`src/rtl/lsu_rmw_if.sv`:
```
// Pipeline request/response and single-port RAM bundle for lsu_rmw.
// slave = LSU side, master = pipeline + RAM side.
interface lsu_rmw_if #(
  parameter int ADDR_W = 10
);
  logic              req_valid;
  logic              req_ready;
  logic              is_store;
  logic [2:0]        funct;
  logic [31:0]       addr;
  logic [31:0]       wdata;
  logic              resp_valid;
  logic [31:0]       rdata;
  logic              misalign;
  logic              mem_en;
  logic              mem_we;
  logic [ADDR_W-1:0] mem_addr;
  logic [31:0]       mem_wdata;
  logic [31:0]       mem_rdata;

  modport slave (
    input  req_valid, is_store, funct,
    input  addr, wdata, mem_rdata,
    output req_ready, resp_valid, rdata,
    output misalign, mem_en, mem_we,
    output mem_addr, mem_wdata
  );

  modport master (
    output req_valid, is_store, funct,
    output addr, wdata, mem_rdata,
    input  req_ready, resp_valid, rdata,
    input  misalign, mem_en, mem_we,
    input  mem_addr, mem_wdata
  );
endinterface

```
`src/rtl/lsu_rmw.sv`:
```
// Load/store unit over a word-wide RAM; sub-word stores
// are done as read-modify-write of the containing word.
module lsu_rmw #(
  parameter int ADDR_W = 10
) (
  input  logic     clk,
  input  logic     reset,
  lsu_rmw_if.slave bus
);

  typedef enum logic [2:0] {
    IDLE,
    RD,
    RD_WAIT,
    WR,
    RESP
  } state_t;

  state_t            r_state;
  state_t            w_next;

  logic              r_store;
  logic [2:0]        r_funct;
  logic [ADDR_W+1:0] r_addr;
  logic [31:0]       r_wdata;
  logic [31:0]       r_word;
  logic [31:0]       r_rdata;
  logic              r_resp;
  logic              r_mis;

  logic              w_acc;
  logic              w_legal;
  logic              w_misal;
  logic              w_bad;
  logic              w_en;
  logic              w_we;
  logic [7:0]        w_byte;
  logic [15:0]       w_half;
  logic [31:0]       w_ext;
  logic [31:0]       w_merge;
  logic              w_unused;

  assign w_unused = &{1'b0, bus.addr[31:ADDR_W+2]};

  assign bus.req_ready = (r_state == IDLE);
  assign w_acc = bus.req_valid && (r_state == IDLE);

  always_comb begin
    w_legal = 1'b0;
    unique case (bus.funct)
      3'b000, 3'b001, 3'b010: w_legal = 1'b1;
      3'b100, 3'b101:         w_legal = !bus.is_store;
      default:                w_legal = 1'b0;
    endcase
    w_misal =
      ((bus.funct[1:0] == 2'b01) && bus.addr[0]) ||
      ((bus.funct[1:0] == 2'b10) &&
       (bus.addr[1:0] != 2'b00));
    w_bad = !w_legal || w_misal;
  end

  always_ff @(posedge clk) begin
    if (reset) r_state <= IDLE;
    else       r_state <= w_next;
  end

  always_comb begin
    w_next = r_state;
    w_en   = 1'b0;
    w_we   = 1'b0;
    unique case (r_state)
      IDLE: begin
        if (bus.req_valid) begin
          if (w_bad)
            w_next = RESP;
          else if (bus.is_store &&
                   (bus.funct == 3'b010))
            w_next = WR;
          else
            w_next = RD;
        end
      end
      RD: begin
        w_en   = 1'b1;
        w_next = RD_WAIT;
      end
      RD_WAIT: w_next = r_store ? WR : RESP;
      WR: begin
        w_en   = 1'b1;
        w_we   = 1'b1;
        w_next = RESP;
      end
      RESP:    w_next = IDLE;
      default: w_next = IDLE;
    endcase
  end

  // Reset gates the RAM strobes so an aborted RMW never lands.
  assign bus.mem_en    = w_en && !reset;
  assign bus.mem_we    = w_we && !reset;
  assign bus.mem_addr  = r_addr[ADDR_W+1:2];
  assign bus.mem_wdata = w_merge;

  always_comb begin
    w_byte = bus.mem_rdata[{r_addr[1:0], 3'b000} +: 8];
    w_half = bus.mem_rdata[{r_addr[1], 4'b0000} +: 16];
    unique case (r_funct)
      3'b000:  w_ext = {{24{w_byte[7]}}, w_byte};
      3'b001:  w_ext = {{16{w_half[15]}}, w_half};
      3'b100:  w_ext = {24'h0, w_byte};
      3'b101:  w_ext = {16'h0, w_half};
      default: w_ext = bus.mem_rdata;
    endcase
  end

  always_comb begin
    w_merge = r_word;
    unique case (r_funct[1:0])
      2'b00:
        w_merge[{r_addr[1:0], 3'b000} +: 8] =
          r_wdata[7:0];
      2'b01:
        w_merge[{r_addr[1], 4'b0000} +: 16] =
          r_wdata[15:0];
      default: w_merge = r_wdata;
    endcase
  end

  always_ff @(posedge clk) begin
    if (w_acc) begin
      r_store <= bus.is_store;
      r_funct <= bus.funct;
      r_addr  <= bus.addr[ADDR_W+1:0];
      r_wdata <= bus.wdata;
    end
  end

  // Only the reject path goes straight from IDLE to RESP.
  always_ff @(posedge clk) begin
    if (reset) begin
      r_word  <= '0;
      r_rdata <= '0;
      r_resp  <= 1'b0;
      r_mis   <= 1'b0;
    end else begin
      if (r_state == RD_WAIT) r_word <= bus.mem_rdata;
      r_resp  <= (w_next == RESP);
      r_mis   <= (w_next == RESP) && (r_state == IDLE);
      r_rdata <= ((w_next == RESP) &&
                  (r_state == RD_WAIT)) ? w_ext : '0;
    end
  end

  assign bus.resp_valid = r_resp;
  assign bus.rdata      = r_rdata;
  assign bus.misalign   = r_mis;

endmodule

```
`src/flat_wrapper.sv`:
```
// flat-port wrapper written by rule: the top's interface ports become plain ports
module lsu_rmw_flat 
#(
  parameter int ADDR_W = 10
)
  (clk, reset, bus_req_valid, bus_is_store, bus_funct, bus_addr, bus_wdata, bus_mem_rdata, bus_req_ready, bus_resp_valid, bus_rdata, bus_misalign, bus_mem_en, bus_mem_we, bus_mem_addr, bus_mem_wdata);
  lsu_rmw_if #(.ADDR_W(ADDR_W)) bus_i ();
  input  logic clk;
  input  logic reset;
  input wire logic [$bits(bus_i.req_valid)-1:0] bus_req_valid;
  input wire logic [$bits(bus_i.is_store)-1:0] bus_is_store;
  input wire logic [$bits(bus_i.funct)-1:0] bus_funct;
  input wire logic [$bits(bus_i.addr)-1:0] bus_addr;
  input wire logic [$bits(bus_i.wdata)-1:0] bus_wdata;
  input wire logic [$bits(bus_i.mem_rdata)-1:0] bus_mem_rdata;
  output wire logic [$bits(bus_i.req_ready)-1:0] bus_req_ready;
  output wire logic [$bits(bus_i.resp_valid)-1:0] bus_resp_valid;
  output wire logic [$bits(bus_i.rdata)-1:0] bus_rdata;
  output wire logic [$bits(bus_i.misalign)-1:0] bus_misalign;
  output wire logic [$bits(bus_i.mem_en)-1:0] bus_mem_en;
  output wire logic [$bits(bus_i.mem_we)-1:0] bus_mem_we;
  output wire logic [$bits(bus_i.mem_addr)-1:0] bus_mem_addr;
  output wire logic [$bits(bus_i.mem_wdata)-1:0] bus_mem_wdata;
  assign bus_i.req_valid = bus_req_valid;
  assign bus_i.is_store = bus_is_store;
  assign bus_i.funct = bus_funct;
  assign bus_i.addr = bus_addr;
  assign bus_i.wdata = bus_wdata;
  assign bus_i.mem_rdata = bus_mem_rdata;
  assign bus_req_ready = bus_i.req_ready;
  assign bus_resp_valid = bus_i.resp_valid;
  assign bus_rdata = bus_i.rdata;
  assign bus_misalign = bus_i.misalign;
  assign bus_mem_en = bus_i.mem_en;
  assign bus_mem_we = bus_i.mem_we;
  assign bus_mem_addr = bus_i.mem_addr;
  assign bus_mem_wdata = bus_i.mem_wdata;
  lsu_rmw #(.ADDR_W(ADDR_W)) u_core (.clk(clk), .reset(reset), .bus(bus_i));
endmodule
```
`config.mk`:
```
export PLATFORM = sky130hd
export DESIGN_NAME = lsu_rmw_flat
export DESIGN_NICKNAME = d
export VERILOG_FILES = /design/src/rtl/lsu_rmw_if.sv /design/src/rtl/lsu_rmw.sv /design/src/flat_wrapper.sv
export SDC_FILE = /design/constraint.sdc
export NUM_CORES = 1
export LEC_CHECK = 0
export CORE_UTILIZATION = 40
export DETAILED_ROUTE_END_ITERATION = 8
export MAX_ROUTING_LAYER = met4
export PLACE_DENSITY = 0.72
export SLEW_MARGIN = 20
export SYNTH_ARGS = -nofsm -noshare
export SYNTH_HDL_FRONTEND = slang
export SYNTH_SLANG_ARGS = --single-unit
```
`constraint.sdc`:
```
create_clock -name clk -period 3 [get_ports clk]
set_clock_uncertainty 0.2 [all_clocks]
set_input_delay 0.6 -clock clk [delete_from_list [all_inputs] [get_ports clk]]
set_output_delay 0.6 -clock clk [all_outputs]
set_load 0.01 [all_outputs]
```
Yosys cells after proc, flatten, opt, wreduce, memory -nomap -nowiden
Cells that the tools add are included.
- bits of input ports: 103
- bits in read-only memories: 0
- flip-flop bits (word level): 117
- word-level logic and storage cells: 66
- memories kept: 0
- latch bits: 0
- bits in writable memories: 0
- multiplexer cells: 12
- multipliers: 0
- divide/modulo/power cells: 0
- reduce and logical (&&, ||, !) cells: 22
- add/subtract/negate cells: 2
- order comparisons: 0
- eq/ne operators: 14
- bitwise operators: 1
- shift-type cells: 6
- operators with widths (kind ; number):
    case mux 32 bit (4 select lines) ; 1
    bitwise mux 32 bit ; 2
    case mux 32 bit (2 select lines) ; 1
    variable shift 16 x 7 -> 32 bit, first input constant ; 1
    variable shift 8 x 7 -> 32 bit, first input constant ; 1
    indexed part select 16 x 7 -> 32 bit ; 1
    indexed part select 32 x 6 -> 16 bit ; 1
    indexed part select 32 x 6 -> 8 bit ; 1
    indexed part select 8 x 7 -> 32 bit ; 1
    equality test 3 bit, second input constant ; 5
    negation 5 -> 7 bit ; 2
    case mux 3 bit (4 select lines) ; 1
    equality test 3 x 1 -> 1 bit, second input constant ; 3
    equality test 3 x 2 -> 1 bit, second input constant ; 3
    zero test 3 bit ; 3
    2-to-1 mux 3 bit ; 3
    logical AND 1 bit ; 8
    OR reduction 2 bit ; 3
    equality test 2 x 1 -> 1 bit, second input constant ; 2
    zero test 1 bit ; 3
    OR reduction 3 bit ; 1
    equality test 2 bit, second input constant ; 1
    zero test 2 bit ; 1
    logical OR 1 bit ; 2
    5 further kinds ; 6

Logic depth before layout (Yosys ltp)
Gate-level depths: netlist of run 1.
- depth after elaboration: 12
- mapped depth: 7
- mapped depth without buffers: 6

Worst setup path after synthesis of run 1
Ideal clock, no wire load.
- path kind: flip-flop to output port
- from: register u_core.r_addr[1]
- to: output bus_mem_wdata[16]
- arrival time: 1.952 ns
- setup slack: 0.248 ns
- stages on the path, launching flop included: 7
- path through: edfxtp_1 -> buf_2 -> inv_1 -> ha_1 -> nor4b_2 -> a221o_1 -> a22o_1
- cells in the longest elaborated chain, start to end: 4
- ends and longest elaborated chain (what ; RTL line ; source):
    start: declaration ; lsu_rmw.sv:24 ; logic [ADDR_W+1:0] r_addr;
    start signal: assignment ; lsu_rmw.sv:133 ; r_addr <= bus.addr[ADDR_W+1:0];
    negation 5 -> 7 bit, on equally long branches ; lsu_rmw.sv:123, lsu_rmw.sv:120 ;
    indexed part select 16 x 7 -> 32 bit, or another cell as far along ; lsu_rmw.sv:123 ; w_merge[{r_addr[1], 4'b0000} +: 16] =
    bitwise mux 32 bit, on equally long branches ; lsu_rmw.sv:123, lsu_rmw.sv:120 ;
    case mux 32 bit (2 select lines) * ; lsu_rmw.sv:118 ; unique case (r_funct[1:0])
    end: declaration ; flat_wrapper.sv:23 ; output wire logic [$bits(bus_i.mem_wdata)-1:0] bus_mem_wdata;
Every way passes the cells marked *; elsewhere a longest branch is shown, timed or not.

Worst setup path after layout of run 1
- from: register u_core.r_addr[0]
- to: output bus_mem_wdata[25]
- cells in the longest elaborated chain, start to end: 4
- ends and longest elaborated chain (what ; RTL line ; source):
    negation 5 -> 7 bit * ; lsu_rmw.sv:120 ; w_merge[{r_addr[1:0], 3'b000} +: 8] =
    indexed part select 8 x 7 -> 32 bit / variable shift 8 x 7 -> 32 bit (equally long branches) ; lsu_rmw.sv:120 ;
    bitwise mux 32 bit * ; lsu_rmw.sv:120 ;
    case mux 32 bit (2 select lines) * ; lsu_rmw.sv:118 ;
Marks and branches as above.

==> impl_metrics.yaml, run 1 <==
worst_setup_path:
  cp.buffers_inverters: 5
  critPathSlowestCell: "edfxtp_1"
  critical_path_required_ps: 2200
  timing.critical_path.cells: "inv_2 > buf_4 > ha_4 > nor4_4 > buf_6 > buf_4 > a221o_1 > a22o_1 > clkbuf_2"
  worst_path_largest_cell_delay_ps: 410
  crit_top_cell: "buf_4"
  crit_cells: 9
  r2r.worst_path.cells: 7
  type_of_the_worst_setup_path: "flop to primary output"
  critPathMaxFanout: 7
  cp_top_family: "buffers and inverters"
  cp-end-kind: "primary output"
  timing.critical_path.arrival_ps: 2220
  timing.critical_path.from_type: "flop"
finish:
  layout.cells.most_common: "clkdlybuf4s50_1"
  final_instance_count_without_filler_cells: 860
  layout.cells.most_common_list: "clkdlybuf4s50_1 (129), nand2_1 (84), dfxtp_1 (69)"
  antenna_cells_inserted: 0
  final_area_sq_um: 7620
  layout_cells_sized_above_1_pct: 19.8
  net_count_reported_at_finish: 783
  fill_cell_instance_count_of_the_final_layout: 1129
  area_delta_synth_final_pct: 46.1
synthesis:
  ff_latch_count_synth: 117
  combinational_family_with_the_most_area_after_synthesis: "compound AO/OA/AOI/OAI gates"
  synth_area_per_cell_sq_um: 10.5
  synth_simple_gate_area_share_pct: 10.5
  postSynthCellCount: 498
  synth-async-reset-ratio_pct: 0
  synthXorXnorAreaFrac_pct: 0
  postSynthNetCount: 606
  synth_compound_gate_area_share_pct: 23.6
  ys.warnings.count: 0
  synth-edff-count: 48
  syn_area_sq_um: 5220
  ys_types: 43
  synth-seq-area-share_pct: 54.1
  ys.flop_type: "dfxtp_1"
  yosys.area_share.adder_pct: 1.20
  multiplexer_area_fraction_after_synthesis_pct: 4.99
outcome:
  failed_checks: "setup timing"
  run_status: "finished with violations"
sta:
  finalCritPeriodShare_pct: 101
  timing.fmax_ghz: 0.332
  setup_viol_count_final: 2
  max_slew.worst_pin.slew_ps: 612
  layout_setup_ws_ps: -15.0
  fin_worst_hold_slack_ps: 258
  final-max-slew-violation-count: 0
  finalWorstPathRequiredPeriod_ps: 3020
  unrepaired_setup_endpoints_after_global_routing: "yes"
  slew-limit-headroom_pct: 59.2
  final-hold-violation-count: 0
floorplanning:
  die_height_um: 116
  io_pins: 182
  placeableCoreArea_sq_um: 12700
  starting_density_of_the_core_pct: 41.2
  die-width_um: 116
  fp.dieArea_sq_um: 13500
  std_cell_rows: 41
power_and_ir_drop:
  p_total_mw: 4.32
  leakagePower_nw: 2.90
  power-per-cell-area_nw_per_um2: 567
  ir_worst_vdd_mv: 0.404
place:
  post-place-cells: 813
  place_congestion: 0.856
  place.port_buffers: 161
  dp_slack_ps: -17.7
  place_hpwl_mm: 11.4
  post_dp_cell_area_sq_um: 7020
cts:
  clk_root_buffer_cell: "clkbuf_16"
  clock_tree.htree_level_count: 4
  clock_tree.buffer_depth: 2
  clk-insertion-delay-late_ps: 410
  clock_sink_count: 117
  tritoncts: "done"
  cts-buffers-inserted: 17
  clkSlewWorstSetupHoldPaths_ps: 50
run:
  max_cap_violations: 0
global_routing:
  grt-busiest-layer: "met2"
  grt_use_met3_pct: 5.14
  grt_pass1_vias: 4505
  grt_util_met1_pct: 32.0
  grt_start_max_net_pins: 44
  gr-usage-all-layers_pct: 25.5
  use_met2_pct: 41.1
  grt_first_pass_wirelength_mm: 24.4
  grt_antenna_before_repair: 0
  globalRoute.totalOverflow: 0
worst_hold_path:
  hold_path_depth: 2
  min_path_type: "flop to flop"
detailed_routing:
  drt_first_pass_iters: 5
  post_drt_via_cell_ratio: 5.40
  drc_errors: 0
  avg_wl_per_cell_um: 18.6
  dr.first_iter.drc_count: 407
  dr_total_vias: 4643
  wirelength_mm: 16.0
  ant_nets: 0
[metal layers]
metal | wire length (um) | vias up
li1 | - | 2210
met1 | 6840 | 2246
met2 | 8100 | 169
met3 | 834 | 18
met4 | 253 | 0
met5 | 0 | -
[worst min-delay path, stage by stage (launching register included)]
cell	delay [ps]
dfxtp_1	300
nand2_1	50
a21oi_1	50
[through the flow]
stage	utilization, %	setup TNS (ps)
2_1_floorplan	-	0
3_3_place_gp	55.4	-0.607
3_5_place_dp	55.4	-17.7
4_1_cts	60.2	-790
5_1_grt	60.2	-877
6_report	60.2	-23.6
[Yosys cell counts, types with 2 or more instances]
| master | n | share of area, % |
|---|---|---|
| mux2i_1 | 26 | 5.0 |
| a221oi_1 | 21 | 3.5 |
| clkbuf_1 | 21 | 1.5 |
| o22ai_1 | 8 | 0.96 |
| dfxtp_1 | 69 | 26 |
| inv_1 | 13 | 0.94 |
| edfxtp_1 | 48 | 28 |
| o221a_2 | 4 | 0.86 |
| nand2_1 | 84 | 6.0 |
| a22oi_1 | 8 | 1.2 |
| nor3_1 | 5 | 0.48 |
| and2_1 | 3 | 0.36 |
| a21oi_1 | 63 | 6.0 |
| a221o_1 | 16 | 3.1 |
| buf_4 | 12 | 1.7 |
| buf_2 | 9 | 0.86 |
| or3_1 | 2 | 0.24 |
| nor2b_1 | 2 | 0.24 |
| nor2_1 | 17 | 1.2 |
| ha_1 | 5 | 1.2 |
| nand3b_1 | 2 | 0.29 |
| a2bb2oi_1 | 4 | 0.67 |
| a21oi_2 | 10 | 1.7 |
| a21o_1 | 2 | 0.29 |
| buf_6 | 2 | 0.43 |
| a22o_1 | 23 | 3.9 |
| o21ai_0 | 2 | 0.19 |
| nor3_2 | 2 | 0.38 |
[final cells by class]
type                       instances  area [sq um]  area share [%]
clock buffer                      19           433            5.68
clock inverter                    13          91.3            1.20
inverter                          15          58.8           0.771
multi-input combinational        322          2190            28.8
sequential                       117          2820            37.0
tap                              172           215            2.82
timing repair buffer             202          1810            23.7
[path summary, 6_finish.rpt]
path / start / end / slack (ps)
setup / recovery: u_core.r_addr[0]$_DFFE_PP_ / bus_mem_wdata[25] / -20
hold / removal: u_core.r_word[4]$_SDFFE_PP0N_ / u_core.r_word[4]$_SDFFE_PP0N_ / 260
setup reg to reg: u_core.r_funct[1]$_DFFE_PP_ / u_core.bus.rdata[30]$_SDFF_PP0_ / 740
hold reg to reg: u_core.r_word[4]$_SDFFE_PP0N_ / u_core.r_word[4]$_SDFFE_PP0N_ / 260
[logic make-up (layout without fill, tap and decap cells)]
group / Yosys count / count (layout)
mux: 26 / 26
compound gates: 168 / 168
fa+ha+maj: 5 / 5
simple gates: 123 / 123
buf+inv: 59 / 249
flops: 117 / 117
[timing repair]
| action | 4_1_cts | 5_1_grt |
|---|---|---|
| setup buffers | 12 | 4 |
| pin swaps | 1 | 7 |
| resized for setup | 75 | 63 |
| setup endpoints to repair | 32 | 29 |
| hold buffers | 0 | 0 |
[flip-flops by register name (all words and copies together), names as in the netlist]
| register | flops |
|---|---|
| u_core.bus.rdata | 32 |
| u_core.r_word | 32 |
| u_core.r_state | 3 |
| u_core.bus.resp_valid | 1 |
| u_core.bus.misalign | 1 |
| u_core.r_store | 1 |
| u_core.r_funct | 3 |
| u_core.r_addr | 12 |
| u_core.r_wdata | 32 |
[report_power, final]
group	switching, mW	internal (mW)	leakage (nW)
Sequential	0.0560	1.74	1.02
Combinational	0.368	0.357	1.62
Clock	0.686	1.11	0.258
Total	1.11	3.21	2.90
(Power assumes the default switching activity.)
==> run 2, diff against run 1 <==
--- a/config.mk
+++ b/config.mk
@@ -7,8 +7,9 @@
 export LEC_CHECK = 0
 export CORE_UTILIZATION = 40
 export DETAILED_ROUTE_END_ITERATION = 8
+export HOLD_SLACK_MARGIN = 0.05
 export MAX_ROUTING_LAYER = met4
-export PLACE_DENSITY = 0.72
+export PLACE_DENSITY_LB_ADDON = 0.1
 export SLEW_MARGIN = 20
 export SYNTH_ARGS = -nofsm -noshare
 export SYNTH_HDL_FRONTEND = slang
==> run 2 against run 1 <==
Compared with the run above: the run still ends with setup timing left; largest cell class unchanged; first-iteration DRC count decreased by 13%; non-clock buffer count increased by 4; combinational power increased by 3.0%; highest routed layer unchanged.
==> impl_metrics.yaml, run 2 (same netlist as run 1, synthesis figures left out) <==
finish:
  layout.cells.most_common_list: "clkdlybuf4s50_1 (129), nand2_1 (84), dfxtp_1 (69)"
  layout.cells.most_common: "clkdlybuf4s50_1"
  final_area_sq_um: 7850
  fill_cell_instance_count_of_the_final_layout: 1087
  antenna_cells_inserted: 0
  net_count_reported_at_finish: 787
  area_delta_synth_final_pct: 50.5
  final_instance_count_without_filler_cells: 864
  layout_cells_sized_above_1_pct: 21.2
floorplanning:
  die_height_um: 116
  starting_density_of_the_core_pct: 41.2
  fp.dieArea_sq_um: 13500
  placeableCoreArea_sq_um: 12700
  io_pins: 182
  die-width_um: 116
  std_cell_rows: 41
power_and_ir_drop:
  comb_power_share_pct: 15.8
  netSwitchingFraction_pct: 23.7
  ir_worst_vdd_mv: 0.372
  p_int_mw: 3.59
  power.net_switching_mw: 1.12
  p_clk_share_pct: 46.0
  leakagePower_nw: 3.00
  power-per-cell-area_nw_per_um2: 600
  fraction_of_power_consumed_by_sequential_logic_pct: 38.2
  p_total_mw: 4.71
detailed_routing:
  avg_wl_per_cell_um: 18.4
  ant_nets: 0
  dr_total_vias: 4682
  dr.first_iter.drc_count: 355
  drc_errors: 0
  drt_first_pass_iters: 5
  post_drt_via_cell_ratio: 5.42
  wirelength_mm: 15.9
place:
  post-place-cells: 809
  place.port_buffers: 161
  post_dp_cell_area_sq_um: 6990
  place_congestion: 0.948
  place_hpwl_mm: 11.0
sta:
  setup_viol_count_final: 13
  layout_setup_ws_ps: -60.0
  setup-tns-final_ps: -530
  final-hold-violation-count: 0
  max_slew.worst_pin.slew_ps: 605
  slew-limit-headroom_pct: 59.5
  timing.fmax_ghz: 0.327
  unrepaired_setup_endpoints_after_global_routing: "yes"
  finalCritPeriodShare_pct: 102
  final-max-slew-violation-count: 0
  finalWorstPathRequiredPeriod_ps: 3060
worst_setup_path:
  crit_top_cell: "buf_6"
  critical_path_required_ps: 2200
  worst_path_largest_cell_delay_ps: 440
  timing.critical_path.from_type: "flop"
  critPathMaxFanout: 4
  timing.critical_path.cells: "inv_2 > buf_6 > ha_4 > inv_4 > nor4b_4 > buf_6 > a221o_1 > a22o_1 > buf_2"
  timing.critical_path.arrival_ps: 2260
  cp-end-kind: "primary output"
  type_of_the_worst_setup_path: "flop to primary output"
  critPathSlowestCell: "edfxtp_1"
cts:
  clock_tree.buffer_depth: 2
  ctsHoldBuffers: 0
  clk-insertion-delay-late_ps: 410
  tritoncts: "done"
  clock_sink_count: 117
  clkSlewWorstSetupHoldPaths_ps: 50
  clk_root_buffer_cell: "clkbuf_16"
  cts-buffers-inserted: 17
  clock_tree.htree_level_count: 4
global_routing:
  grt_antenna_before_repair: 0
  globalRoute.totalOverflow: 0
  grt_first_pass_wirelength_mm: 23.9
  gr-usage-all-layers_pct: 25.1
  grt_start_max_net_pins: 49
  grt_pass1_vias: 4572
worst_hold_path:
  min_path_type: "flop to flop"
outcome:
  run_status: "finished with violations"
  failed_checks: "setup timing"
run:
  max_cap_violations: 0
==> run 2: cell count changes in the layout (fill, tap and decap cells not counted), moves of 3 or more <==
cell       before  now
clkinv_2        7    2
bufinv_16       1    4
a221oi_2        4   11
clkbuf_2       14    4
buf_2          16   28
buf_4          33   28
buf_6           6   15
a221oi_1       17   10
==> run 2: power groups by stage <==
| stage | Sequential [mW] | Clock (mW) | Combinational [mW] |
|---|---|---|---|
| after floorplan | 1.81 | 0 | 0.364 |
| after global placement | 1.83 | 0 | 0.707 |
| after detailed placement | 1.83 | 0 | 0.715 |
| after CTS | 1.80 | 2.20 | 0.718 |
| after global routing | 1.80 | 2.28 | 0.801 |
| final | 1.80 | 2.17 | 0.747 |
==> run 2: path summary, 6_finish.rpt <==
path	start	endpoint	slack, ps	depth (start not counted)
worst max-delay path	u_core.r_addr[0]$_DFFE_PP_	bus_mem_wdata[21]	-60	9
worst min-delay path	u_core.r_word[7]$_SDFFE_PP0N_	u_core.r_word[7]$_SDFFE_PP0N_	260	2
worst max register to register	u_core.r_funct[1]$_DFFE_PP_	u_core.bus.rdata[16]$_SDFF_PP0_	540	7
worst min register to register	u_core.r_word[7]$_SDFFE_PP0N_	u_core.r_word[7]$_SDFFE_PP0N_	260	2
==> run 2: critical path: cells and delay by family, from the launching register on <==
family	cells	cell delay, ps
DFF	1	440
and+or+nand+nor	1	390
adders and majority gates	1	140
buffers and inverters	5	620
AOI/OAI and AO/OA	2	260
==> run 2: area by class of cell <==
| class | count | area, sq um | share of cell area (%) |
|---|---|---|---|
| clock buffers | 23 | 490 | 6.25 |
| clock inverters | 9 | 146 | 1.86 |
| inverters | 15 | 58.8 | 0.749 |
| multi-input cells | 322 | 2250 | 28.6 |
| flip-flops and latches | 117 | 2820 | 36.0 |
| well taps | 172 | 215 | 2.74 |
| repair buffers | 206 | 1870 | 23.8 |
==> run 2: routing by layer <==
layer | track usage [%] | part of all wire (%)
met2 | 41.1 | 51
met5 | - | 0
met1 | 29.8 | 42
met3 | 6.80 | 5.4
met4 | 8.89 | 1.5
==> run 2: metrics by stage <==
stage / utilization (%) / hold slack [ps] / setup WS [ps]
global route: 62.0 / 286 / -179
CTS: 61.1 / 260 / -164
finish: 62.0 / 260 / -60.0
detailed placement: 55.1 / 253 / -25.0
global placement: 55.1 / 248 / 20.0
floorplan: - / 236 / 248
==> run 2: timing repair <==
| action | 4_1_cts | 5_1_grt |
|---|---|---|
| buffers inserted | 16 | 10 |
| setup endpoints to repair | 32 | 32 |
| hold endpoints to repair | 0 | 0 |
| gates resized for setup | 120 | 52 |
| pin swaps | 3 | 12 |
==> run 3, diff against run 2 <==
--- a/config.mk
+++ b/config.mk
@@ -7,6 +7,7 @@
 export LEC_CHECK = 0
 export CORE_UTILIZATION = 40
 export DETAILED_ROUTE_END_ITERATION = 8
+export GPL_TIMING_DRIVEN = 0
 export HOLD_SLACK_MARGIN = 0.05
 export MAX_ROUTING_LAYER = met4
 export PLACE_DENSITY_LB_ADDON = 0.1
==> run 3 against run 2 <==
Compared with the run above: the flow still finishes with violations (setup timing); combinational power grew 3.1%; cell area grew 0.49%; die area is the same; register-to-register slack gained 340 ps; first-iteration DRC count shrank 8.7%; global-route usage grew 1.6 points; non-clock buffer count grew 30; critical path depth grew 1; utilization grew 0.31 points; critical path type unchanged; largest cell class unchanged; highest routed layer unchanged.
==> impl_metrics.yaml, run 3 (same netlist as run 1, synthesis figures left out) <==
sta:
  final-max-slew-violation-count: 0
  layout_setup_ws_ps: -232
  slew-limit-headroom_pct: 57.9
  fin_worst_hold_slack_ps: 259
  max_slew.worst_pin.slew_ps: 631
  finalCritPeriodShare_pct: 108
  finalWorstPathRequiredPeriod_ps: 3230
  final-hold-violation-count: 0
  timing.fmax_ghz: 0.309
  unrepaired_setup_endpoints_after_global_routing: "yes"
  setup_viol_count_final: 29
floorplanning:
  placeableCoreArea_sq_um: 12700
  die-width_um: 116
  fp.dieArea_sq_um: 13500
  io_pins: 182
  die_height_um: 116
  std_cell_rows: 41
  starting_density_of_the_core_pct: 41.2
finish:
  layout.cells.most_common: "clkdlybuf4s50_1"
  multi_input_gate_area_sq_um: 2220
  fill_cell_instance_count_of_the_final_layout: 1087
  net_count_reported_at_finish: 817
  regArea_sq_um: 2820
  area_delta_synth_final_pct: 51.2
  layout_cells_sized_above_1_pct: 21.6
  antenna_cells_inserted: 0
  finish.utilization_pct: 62.3
  layout.cells.most_common_list: "clkdlybuf4s50_1 (128), nand2_1 (84), dfxtp_1 (69)"
outcome:
  failed_checks: "setup timing"
  run_status: "finished with violations"
detailed_routing:
  avg_wl_per_cell_um: 19.3
  drc_errors: 0
  ant_nets: 0
  wirelength_mm: 17.2
  post_drt_via_cell_ratio: 5.49
  drt_first_pass_iters: 5
  dr_total_vias: 4905
  dr.first_iter.drc_count: 324
worst_setup_path:
  timing.rr.start: "u_core.r_addr[0]$_DFFE_PP_"
  type_of_the_worst_setup_path: "flop to primary output"
  crit_end: "bus_mem_wdata[12]"
  timing.critical_path.arrival_ps: 2430
  r2r.worst_path.cells: 7
  cp-end-kind: "primary output"
  reg2reg_setup_slack_ps: 880
  regToRegEndpoint: "u_core.bus.rdata[22]$_SDFF_PP0_"
  cp-startpoint: "u_core.r_addr[1]$_DFFE_PP_"
  critPathMaxFanout: 4
  timing.critical_path.from_type: "flop"
  critical_path_required_ps: 2200
global_routing:
  grt_start_max_net_pins: 33
  grt_antenna_before_repair: 0
  gr-usage-all-layers_pct: 26.7
  grt_pass1_vias: 4725
  grt_first_pass_wirelength_mm: 25.3
  globalRoute.totalOverflow: 0
power_and_ir_drop:
  ir_worst_vdd_mv: 0.404
  power-per-cell-area_nw_per_um2: 574
  leakagePower_nw: 3.02
  p_total_mw: 4.53
place:
  place_hpwl_mm: 12.4
  dp_slack_ps: -719
  place_congestion: 0.900
  place.port_buffers: 161
cts:
  ctsHoldBuffers: 0
  clkSlewWorstSetupHoldPaths_ps: 50
  clk_root_buffer_cell: "clkbuf_16"
  cts-buffers-inserted: 17
  tritoncts: "done"
  clock_sink_count: 117
  clock_tree.buffer_depth: 2
  clk-insertion-delay-late_ps: 420
  clock_tree.htree_level_count: 4
worst_hold_path:
  min_path_type: "flop to flop"
run:
  max_cap_violations: 0
[run 3: worst min path at each step]
| stage | from | end | slack (ps) | cells past startpoint |
|---|---|---|---|---|
| after floorplan | u_core.r_word[0]$_SDFFE_PP0N_ | u_core.r_word[0]$_SDFFE_PP0N_ | 240 | 2 |
| after CTS | u_core.r_word[2]$_SDFFE_PP0N_ | u_core.r_word[2]$_SDFFE_PP0N_ | 260 | 2 |
| after global placement | u_core.r_word[3]$_SDFFE_PP0N_ | u_core.r_word[3]$_SDFFE_PP0N_ | 250 | 2 |
| after detailed placement | u_core.r_word[2]$_SDFFE_PP0N_ | u_core.r_word[2]$_SDFFE_PP0N_ | 250 | 2 |
| final | u_core.r_word[2]$_SDFFE_PP0N_ | u_core.r_word[2]$_SDFFE_PP0N_ | 260 | 2 |
| after global routing | u_core.r_word[2]$_SDFFE_PP0N_ | u_core.r_word[2]$_SDFFE_PP0N_ | 280 | 2 |
[run 3: area by class of cell]
class / instances / share of cell area, %
Multi-Input combinational cell: 322 / 28.1
Clock buffer: 22 / 5.88
Inverter: 15 / 0.951
Buffer: 43 / 3.06
Tap cell: 172 / 2.73
Sequential cell: 117 / 35.8
Timing Repair Buffer: 193 / 22.2
Clock inverter: 10 / 1.33
[run 3: per-stage QoR]
stage / cells / TNS, ps / area (sq um)
3_3_place_gp: 831 / -30710 / 7040
4_1_cts: 889 / -2280 / 7780
6_report: 894 / -3580 / 7890
3_5_place_dp: 832 / -17160 / 7070
5_1_grt: 894 / -5960 / 7890
2_1_floorplan: 498 / 0 / 5220
[run 3: report_power, final]
group	switching [mW]	total [mW]	internal, mW
sequential	0.0562	1.80	1.74
combinational	0.391	0.770	0.379
clock	0.707	1.96	1.25
[run 3: critical path: stages, from the launching register on]
cell and delay, ps:
edfxtp_1 410, buf_6 130, clkinvlp_4 120, buf_6 140, ha_4 180, buf_6 120
nor3_4 220, buf_6 150, a221oi_2 50, a221oi_1 280, buf_2 200
[run 3: repair_timing]
| action | CTS | global route |
|---|---|---|
| setup buffers | 26 | 7 |
| endpoints found under the hold margin | 0 | 0 |
| resized for setup | 154 | 15 |
| setup endpoints to repair | 34 | 34 |
| pin swaps | 10 | 7 |
[run 3: layer usage]
layer,GRT usage (%),part of all wire (%),up-vias,routed length [um]
li1,-,-,2275,-
met1,32.6,42,2389,7270
met2,43.8,49,208,8480
met3,5.60,6.4,33,1100
met4,9.49,2.2,0,374
met5,-,0,-,0
